File: src/rtl/alu_nibble_sequencer.sv
// alu_nibble_sequencer
// Drives a 4-bit combinational ALU one nibble at a time (LS nibble first) to
// run a single operation on 4*NIBBLES-bit operands. The ALU carry-out is chained
// into the next nibble's carry-in. Each f[3:0] is collected into the result
// word, and whole-word flags (carry, unsigned a>b, zero) are built along the way.
//
// Result handshake (valid/ready): result_valid rises when the last nibble has
// been captured and stays high, with result and flags frozen, until a cycle in
// which result_ready is also high. That cycle is the transfer. result_valid and
// busy drop on the following cycle. Once result_valid is high it never drops
// without a transfer, except on reset. result and flags stay readable while
// idle until the next start is accepted.
module alu_nibble_sequencer #(
    parameter int NIBBLES = 4,
    parameter int SETTLE  = 1
) (
    input  logic                   clk,
    input  logic                   reset_n,
    input  logic                   start,
    input  logic [4*NIBBLES-1:0]   op_a,
    input  logic [4*NIBBLES-1:0]   op_b,
    input  logic                   op_cin,
    input  logic [3:0]             op_code,
    output logic                   busy,
    output logic [3:0]             alu_a,
    output logic [3:0]             alu_b,
    output logic                   alu_cin,
    output logic [3:0]             alu_opcode,
    input  logic [7:0]             alu_f,
    input  logic                   alu_cout,
    input  logic                   alu_agtb,
    output logic [4*NIBBLES-1:0]   result,
    output logic                   result_cout,
    output logic                   result_gt,
    output logic                   result_zero,
    output logic                   result_valid,
    input  logic                   result_ready,
    output logic [1:0]             dbg_state
);

    localparam int W     = 4 * NIBBLES;
    localparam int IDX_W = $clog2(NIBBLES);

    localparam logic [1:0] S_IDLE    = 2'd0;
    localparam logic [1:0] S_DRIVE   = 2'd1;
    localparam logic [1:0] S_CAPTURE = 2'd2;
    localparam logic [1:0] S_DONE    = 2'd3;

    localparam logic [IDX_W-1:0] LAST_IDX    = IDX_W'(NIBBLES - 1);
    localparam logic [IDX_W-1:0] IDX_ONE     = IDX_W'(1);
    localparam logic [3:0]       SETTLE_LAST = (SETTLE > 0) ? 4'(SETTLE - 1) : 4'd0;
    // Where a nibble goes after start or after a non-final capture.
    localparam logic [1:0]       S_AFTER_STEP = (SETTLE == 0) ? S_CAPTURE : S_DRIVE;

    logic [1:0]       state_q,   state_d;
    logic [IDX_W-1:0] idx_q,     idx_d;
    logic [3:0]       settle_q,  settle_d;
    logic [W-1:0]     a_q,       a_d;
    logic [W-1:0]     b_q,       b_d;
    logic [3:0]       opcode_q,  opcode_d;
    logic             carry_q,   carry_d;
    logic             gt_acc_q,  gt_acc_d;
    logic [W-1:0]     result_q,  result_d;
    logic             cout_q,    cout_d;
    logic             gt_q,      gt_d;
    logic             zero_q,    zero_d;

    // The upper half of the ALU result has no meaning for this sequencer.
    logic unused_alu_f_hi;
    assign unused_alu_f_hi = ^alu_f[7:4];

    // Next-state and datapath update for the nibble sequencing FSM.
    always_comb begin
        state_d  = state_q;
        idx_d    = idx_q;
        settle_d = settle_q;
        a_d      = a_q;
        b_d      = b_q;
        opcode_d = opcode_q;
        carry_d  = carry_q;
        gt_acc_d = gt_acc_q;
        result_d = result_q;
        cout_d   = cout_q;
        gt_d     = gt_q;
        zero_d   = zero_q;
        case (state_q)
            S_IDLE: begin
                if (start) begin
                    a_d      = op_a;
                    b_d      = op_b;
                    carry_d  = op_cin;
                    opcode_d = op_code;
                    idx_d    = '0;
                    settle_d = '0;
                    gt_acc_d = 1'b0;
                    result_d = '0;
                    cout_d   = 1'b0;
                    gt_d     = 1'b0;
                    zero_d   = 1'b0;
                    state_d  = S_AFTER_STEP;
                end
            end
            S_DRIVE: begin
                if (settle_q == SETTLE_LAST) begin
                    settle_d = '0;
                    state_d  = S_CAPTURE;
                end else begin
                    settle_d = settle_q + 4'd1;
                end
            end
            S_CAPTURE: begin
                result_d[{idx_q, 2'b00} +: 4] = alu_f[3:0];
                carry_d = alu_cout;
                // A higher nibble decides the comparison; equal nibbles defer
                // to the verdict from the less significant nibbles.
                if (alu_agtb) begin
                    gt_acc_d = 1'b1;
                end else if (alu_a != alu_b) begin
                    gt_acc_d = 1'b0;
                end
                if (idx_q == LAST_IDX) begin
                    cout_d  = alu_cout;
                    gt_d    = gt_acc_d;
                    zero_d  = (result_d == '0);
                    state_d = S_DONE;
                end else begin
                    idx_d   = idx_q + IDX_ONE;
                    state_d = S_AFTER_STEP;
                end
            end
            S_DONE: begin
                if (result_ready) begin
                    state_d = S_IDLE;
                end
            end
            default: state_d = S_IDLE;
        endcase
    end

    // State registers; reset aborts any operation in flight.
    always_ff @(posedge clk or negedge reset_n) begin
        if (!reset_n) begin
            state_q  <= S_IDLE;
            idx_q    <= '0;
            settle_q <= '0;
            a_q      <= '0;
            b_q      <= '0;
            opcode_q <= '0;
            carry_q  <= 1'b0;
            gt_acc_q <= 1'b0;
            result_q <= '0;
            cout_q   <= 1'b0;
            gt_q     <= 1'b0;
            zero_q   <= 1'b0;
        end else begin
            state_q  <= state_d;
            idx_q    <= idx_d;
            settle_q <= settle_d;
            a_q      <= a_d;
            b_q      <= b_d;
            opcode_q <= opcode_d;
            carry_q  <= carry_d;
            gt_acc_q <= gt_acc_d;
            result_q <= result_d;
            cout_q   <= cout_d;
            gt_q     <= gt_d;
            zero_q   <= zero_d;
        end
    end

    // ALU drive comes straight from registers, so it holds through DRIVE and CAPTURE.
    assign alu_a      = a_q[{idx_q, 2'b00} +: 4];
    assign alu_b      = b_q[{idx_q, 2'b00} +: 4];
    assign alu_cin    = carry_q;
    assign alu_opcode = opcode_q;

    assign busy         = (state_q != S_IDLE);
    assign result_valid = (state_q == S_DONE);
    assign result       = result_q;
    assign result_cout  = cout_q;
    assign result_gt    = gt_q;
    assign result_zero  = zero_q;
    assign dbg_state    = state_q;

endmodule

File: config.mk
export PLATFORM = sky130hd
export DESIGN_NAME = alu_nibble_sequencer
export DESIGN_NICKNAME = d
export VERILOG_FILES = /design/src/rtl/alu_nibble_sequencer.sv
export SDC_FILE = /design/constraint.sdc
export NUM_CORES = 1
export LEC_CHECK = 0
export BUFFER_PORTS_ARGS = -buffer_cell sky130_fd_sc_hd__buf_4
export CAP_MARGIN = 20
export CORE_MARGIN = 2
export CORE_UTILIZATION = 44
export CTS_BUF_LIST = sky130_fd_sc_hd__clkbuf_2 sky130_fd_sc_hd__clkbuf_4 sky130_fd_sc_hd__clkbuf_8
export DETAILED_ROUTE_END_ITERATION = 10
export HOLD_SLACK_MARGIN = 0.06
export PLACE_DENSITY_LB_ADDON = 0.2
export SLEW_MARGIN = 20
export SYNTH_ARGS = -nofsm -noshare
export SYNTH_HDL_FRONTEND = slang
export SYNTH_SLANG_ARGS = --single-unit
export TNS_END_PERCENT = 1
File: constraint.sdc
create_clock -name clk -period 6.7 [get_ports clk]
set_clock_uncertainty 0.1 [all_clocks]
set_input_delay 0.67 -clock clk [delete_from_list [all_inputs] [get_ports clk]]
set_output_delay 0.67 -clock clk [all_outputs]
set_load 0.02 [all_outputs]
Word-level counts from Yosys, hierarchy flattened
Cells that the tools add are included.
{"block": "totals", "reg_bits": 65, "input_bits": 51, "wordCells": 67}
{"block": "op_classes", "add_sub_neg": 3, "eq_ne": 10, "shifts": 4, "muxes": 26, "n_reduce_logical": 12}
{"cell": "$pmux W16 S2", "n": 1}
{"cell": "$shiftx A16 B5 Y4", "n": 2}
{"cell": "$bwmux W16", "n": 1}
{"cell": "$logic_not A16 Y1", "n": 1}
{"cell": "$mux W16", "n": 1}
{"cell": "$shift A4 B6 Y16 const A", "n": 1}
{"cell": "$shiftx A4 B6 Y16", "n": 1}
{"cell": "$mux W2", "n": 6}
{"cell": "$pmux W1 S2", "n": 5}
{"cell": "$reduce_and A3 Y1", "n": 3}
{"cell": "$mux W4", "n": 2}
{"cell": "$ne A2 B2 Y1 const B", "n": 4}
{"cell": "$pmux W2 S4", "n": 1}
{"cell": "$pmux W4 S2", "n": 1}
{"cell": "$mux W1", "n": 7}
{"cell": "$eq A2 B2 Y1 const B", "n": 3}
{"cell": "$neg A4 Y6", "n": 1}
{"cell": "$reduce_and A2 Y1", "n": 3}
{"cell": "$reduce_bool A2 Y1", "n": 3}
{"cell": "$add A4 B1 Y4 const B", "n": 1}
{"cell": "$logic_not A4 Y1", "n": 1}
{"cell": "$ne A4 B4 Y1", "n": 1}
{"cell": "$pmux W2 S2", "n": 1}
{"cell": "$add A2 B1 Y2 const B", "n": 1}
{"cell": "other kinds (3)", "n": 3}

Depth between registers and ports, before layout
{"block": "logic_depth", "word_depth": 6, "mapped_depth": 9, "ltp_nobuf": 7}

Worst setup path before layout
No wires, ideal clock.
{"block": "synth_timing", "path_kind": "register to register", "from": "register idx_q[0]", "to": "register zero_q, in the netlist result_zero", "setup_time_ps": 129, "t_arrival_ps": 1965, "path_slack_ps": 4506, "stages_incl_launch_ff": 10, "path_buffers": 2, "synth_period_minus_slack_ps": 2194, "path_cell_list": "dfrtp_1 buf_6 inv_1 ha_1 clkbuf_1 nor2_1 nor4b_1 a21oi_1 o221ai_1 o21ai_0"}
{"block": "synth_between", "elab_chain_len": 6}
{"element": "start, declared", "line": "56", "rtl": "logic [IDX_W-1:0] idx_q, idx_d;"}
{"element": "start signal, assigned", "line": "157", "rtl": "idx_q <= idx_d;"}
{"element": "$neg A4 Y6", "line": "112", "rtl": "result_d[{idx_q, 2'b00} +: 4] = alu_f[3:0];"}
{"element": "$shiftx A4 B6 Y16 or $shift A4 B6 Y16 (tied branches)", "line": "112"}
{"element": "$bwmux W16", "line": "112"}
{"element": "$logic_not A16 Y1", "line": "124", "rtl": "zero_d = (result_d == '0);"}
{"element": "$mux W1", "line": "121", "rtl": "if (idx_q == LAST_IDX) begin"}
{"element": "$pmux W1 S2", "line": "86", "rtl": "case (state_q)"}
{"element": "end signal, assigned", "line": "167", "rtl": "zero_q <= zero_d;"}
{"element": "end, declared", "line": "66", "rtl": "logic zero_q, zero_d;"}
Parallel ways exist; a longest one is shown, timed or not. The select of a mux whose other input is x is not followed.
A chain may end at the register's enable or synchronous reset.

Worst setup path in the final report
Same ends and word-level chain as after synthesis.

==> summary.md <==
| Metric | Value |
|---|---|
| Area Overhead vs Synth | `27.52%` |
| Grt total ovfl | `0` |
| I/O pin count | `87` |
| Commonest non-fill, non-tap cell in the layout | `buf_4` |
| Die Wd | `89.17 microns` |
| Clk root buf | `clkbuf_8` |
| Met1 Use GR | `23.74%` |
| Slew margin rel. | `31.89%` |
| Global routing usage on met2 | `between 20% and 30%` |
| RePlAce Congestion | `slightly below 0.9` |
| Distinct cell type count after synthesis | `42` |
| # rows | `31` |
| Via/cell ratio | `~5.4` |
| Fin cells | `~440` |
| WHS | `about 320 ps` |
| Max-cap violations | `0` |
| Crit path capture type | `flop` |
| Mapped cell area | `about 3200 sq um` |
| FF+latch count, synth | `65` |
| WL final | `a little under 7 mm` |
| Placed insts | `roughly 420` |
| Layout cells sized above 1 | `approximately 43%` |
| Worst setup SP type | `flop` |
| YS warnings | `0` |
| H-tree Lvls | `3` |
| Die height | `89.17 microns` |
| Worst-margin pin slew | `~1000 ps` |
| Initial Utilization | `44.72%` |
| Synth async-reset ratio | `100.0%` |
| Mapped Cells | `around 250` |
| RSZ-0062 raised after global routing | `false` |
| Post-synth EDFFs | `0` |
| WP data required | `between 6000 and 7000 ps` |
| Reg2Reg Setup Slack | `around 3800 ps` |
| # hold bufs at CTS | `0` |
| Syn_area_per_cell | `between 10 and 15 sq um` |
| Peak supply drop | `about 0.21 mV` |
| DR WL/cell | `around 15 microns` |
| Input/output buffers | `82` |
| Status | `complete, no violations` |
| CTS resizes | `0` |
| Met3 GRT Util | `about 5.6%` |
| Total die area | `about 8000 sq um` |
| Detailed-router iteration count before antenna repair | `4` |
| Nets@finish | `between 300 and 400` |
| Cts bufs inserted | `9` |
| Endpoints failing hold | `0` |
| Clock Latency Late Sink | `~330 ps` |
| Critical Path AT | `just over 3000 ps` |
| Initial drt markers | `73` |
| Tmin final | `between 2000 and 3000 ps` |
| Post-CTS Setup Bufs | `0` |
| GRT busiest layer | `met2` |
| Antenna Nets Post-Route | `0` |
| Period utilization | `43.10%` |
| Most frequent cells in the layout | `82 x buf_4, 65 x dfrtp_1, 37 x mux2_2` |
| Pwr per Cell Area | `about 470 nW/um^2` |
| Top fanout value on the critical path | `16` |
| Vias in the first global route | `around 2.3k` |
| Diode count | `0` |
| CORE AREA | `between 7000 and 8000 sq um` |
| Clock buffer depth | `2` |
| Most used DFF post-synth | `dfrtp_1` |
| Largest net degree at the start of global routing | `66` |
| Reg clk slew, reported paths | `around 70 ps` |
| Hold WC Path Type | `in2async` |
| All-Layer GR Usage | `18.10%` |
| Synth Net Count | `between 300 and 400` |
| DR DRC count | `0` |
| First-pass GRT wire length | `10.98 mm` |
| Fin Setup TNS | `0 ps` |
| Post-DP HPWL | `between 4 and 5 mm` |
| Clock sinks | `65` |
| CTS tree | `yes` |
| Initial antenna violation count | `0` |
| Sequential area share after synthesis | `around half` |
| Vias | `~2.3k` |
| Critical path type | `reg2reg` |
| Max Clock Freq | `approximately 350 MHz` |
| Static leakage | `around 1.9 nW` |
| Final setup fails | `0` |
| Slew Viols, Final | `0` |
## critical path: stages, from the launching register on
cell      delay (ps)
dfrtp_1          820
inv_1            340
ha_1             420
nor2_1           100
a32oi_1          270
o221ai_1         160
a2111o_1         410
o21ai_0          170
## cells in the mapped netlist, drive strengths merged, types with 5 or more instances
master	n	share of area (%)
a21oi	11	1.7
a22o	15	4.1
and3	5	0.98
buf	9	1.8
dfrtp	65	51
ha	8	3.1
inv	13	1.5
mux2	37	13
mux4	10	7.4
nand2	16	1.9
nor2	9	1.1
o21ai	6	0.94
xor2	6	1.6
## kinds of logic (layout without fill, tap and decap cells)
family	after synthesis	in the layout	synth area share (%)
buffers and inverters	23	110	3.449
adder cells (fa/ha/maj)	8	8	3.136
flip-flops	65	65	50.96
AND/OR/NAND/NOR	46	46	7.135
AO/OA/AOI/OAI	51	51	11.80
XOR/XNOR	10	10	2.744
multiplexers	48	48	20.78
## where the power goes
| group | leakage [nW] | switching [mW] | total (mW) | internal [mW] |
|---|---|---|---|---|
| sequential | 0.816 | 0.140 | 0.688 | 0.548 |
| combinational | 0.980 | 0.435 | 0.904 | 0.469 |
| clock | 0.106 | 0.140 | 0.333 | 0.193 |
| total | 1.90 | 0.716 | 1.92 | 1.21 |
## final timing paths
path                                           start                       to  depth (start not counted)
min in group clk                  a_q[7]$_DFFE_PN0P_       a_q[7]$_DFFE_PN0P_                          1
worst max-delay path            idx_q[0]$_DFFE_PN0P_  result_zero$_DFFE_PN0P_                          7
worst min-delay path                         reset_n  settle_q[3]$_DFFE_PN0P_                          1
max in group asynchronous                    reset_n      a_q[10]$_DFFE_PN0P_                          1
worst max register to register  idx_q[0]$_DFFE_PN0P_  result_zero$_DFFE_PN0P_                          7
worst min register to register    a_q[7]$_DFFE_PN0P_       a_q[7]$_DFFE_PN0P_                          1
## routing by layer
layer,up-vias,share of wire [%]
met2,68,48
met3,8,7.0
met1,1168,44
met5,-,0
met4,0,1.2
li1,1101,-
## per-stage QoR
stage | instance area (sq um) | total power [mW] | worst slack (ps) | util, %
final | 4070 | 1.925 | 3812 | 57.03
after floorplan | 3192 | 1.319 | 4506 | -
after global placement | 3871 | 1.591 | 3806 | 54.24
after detailed placement | 3871 | 1.612 | 3784 | 54.24
after CTS | 4070 | 1.949 | 3763 | 57.03
after global routing | 4070 | 2.061 | 3552 | 57.03
## layout make-up
type | instances | area [sq um]
clock buffers | 12 | 158.9
clock inverters | 3 | 40.04
fillers | 651 | 3067
inverters | 13 | 48.80
multi-input cells | 163 | 1456
flip-flops and latches | 65 | 1627
well taps | 99 | 123.9
repair buffers | 82 | 615.6
## state kept, by name (all words and copies together), names as in the netlist
| name | flops |
|---|---|
| a_q | 16 |
| b_q | 16 |
| result | 16 |
| alu_opcode | 4 |
| settle_q | 4 |
| dbg_state | 2 |
| idx_q | 2 |
| alu_cin | 1 |
| gt_acc_q | 1 |
| result_cout | 1 |
| result_gt | 1 |
| result_zero | 1 |
Power figures use the tool's default switching activity.
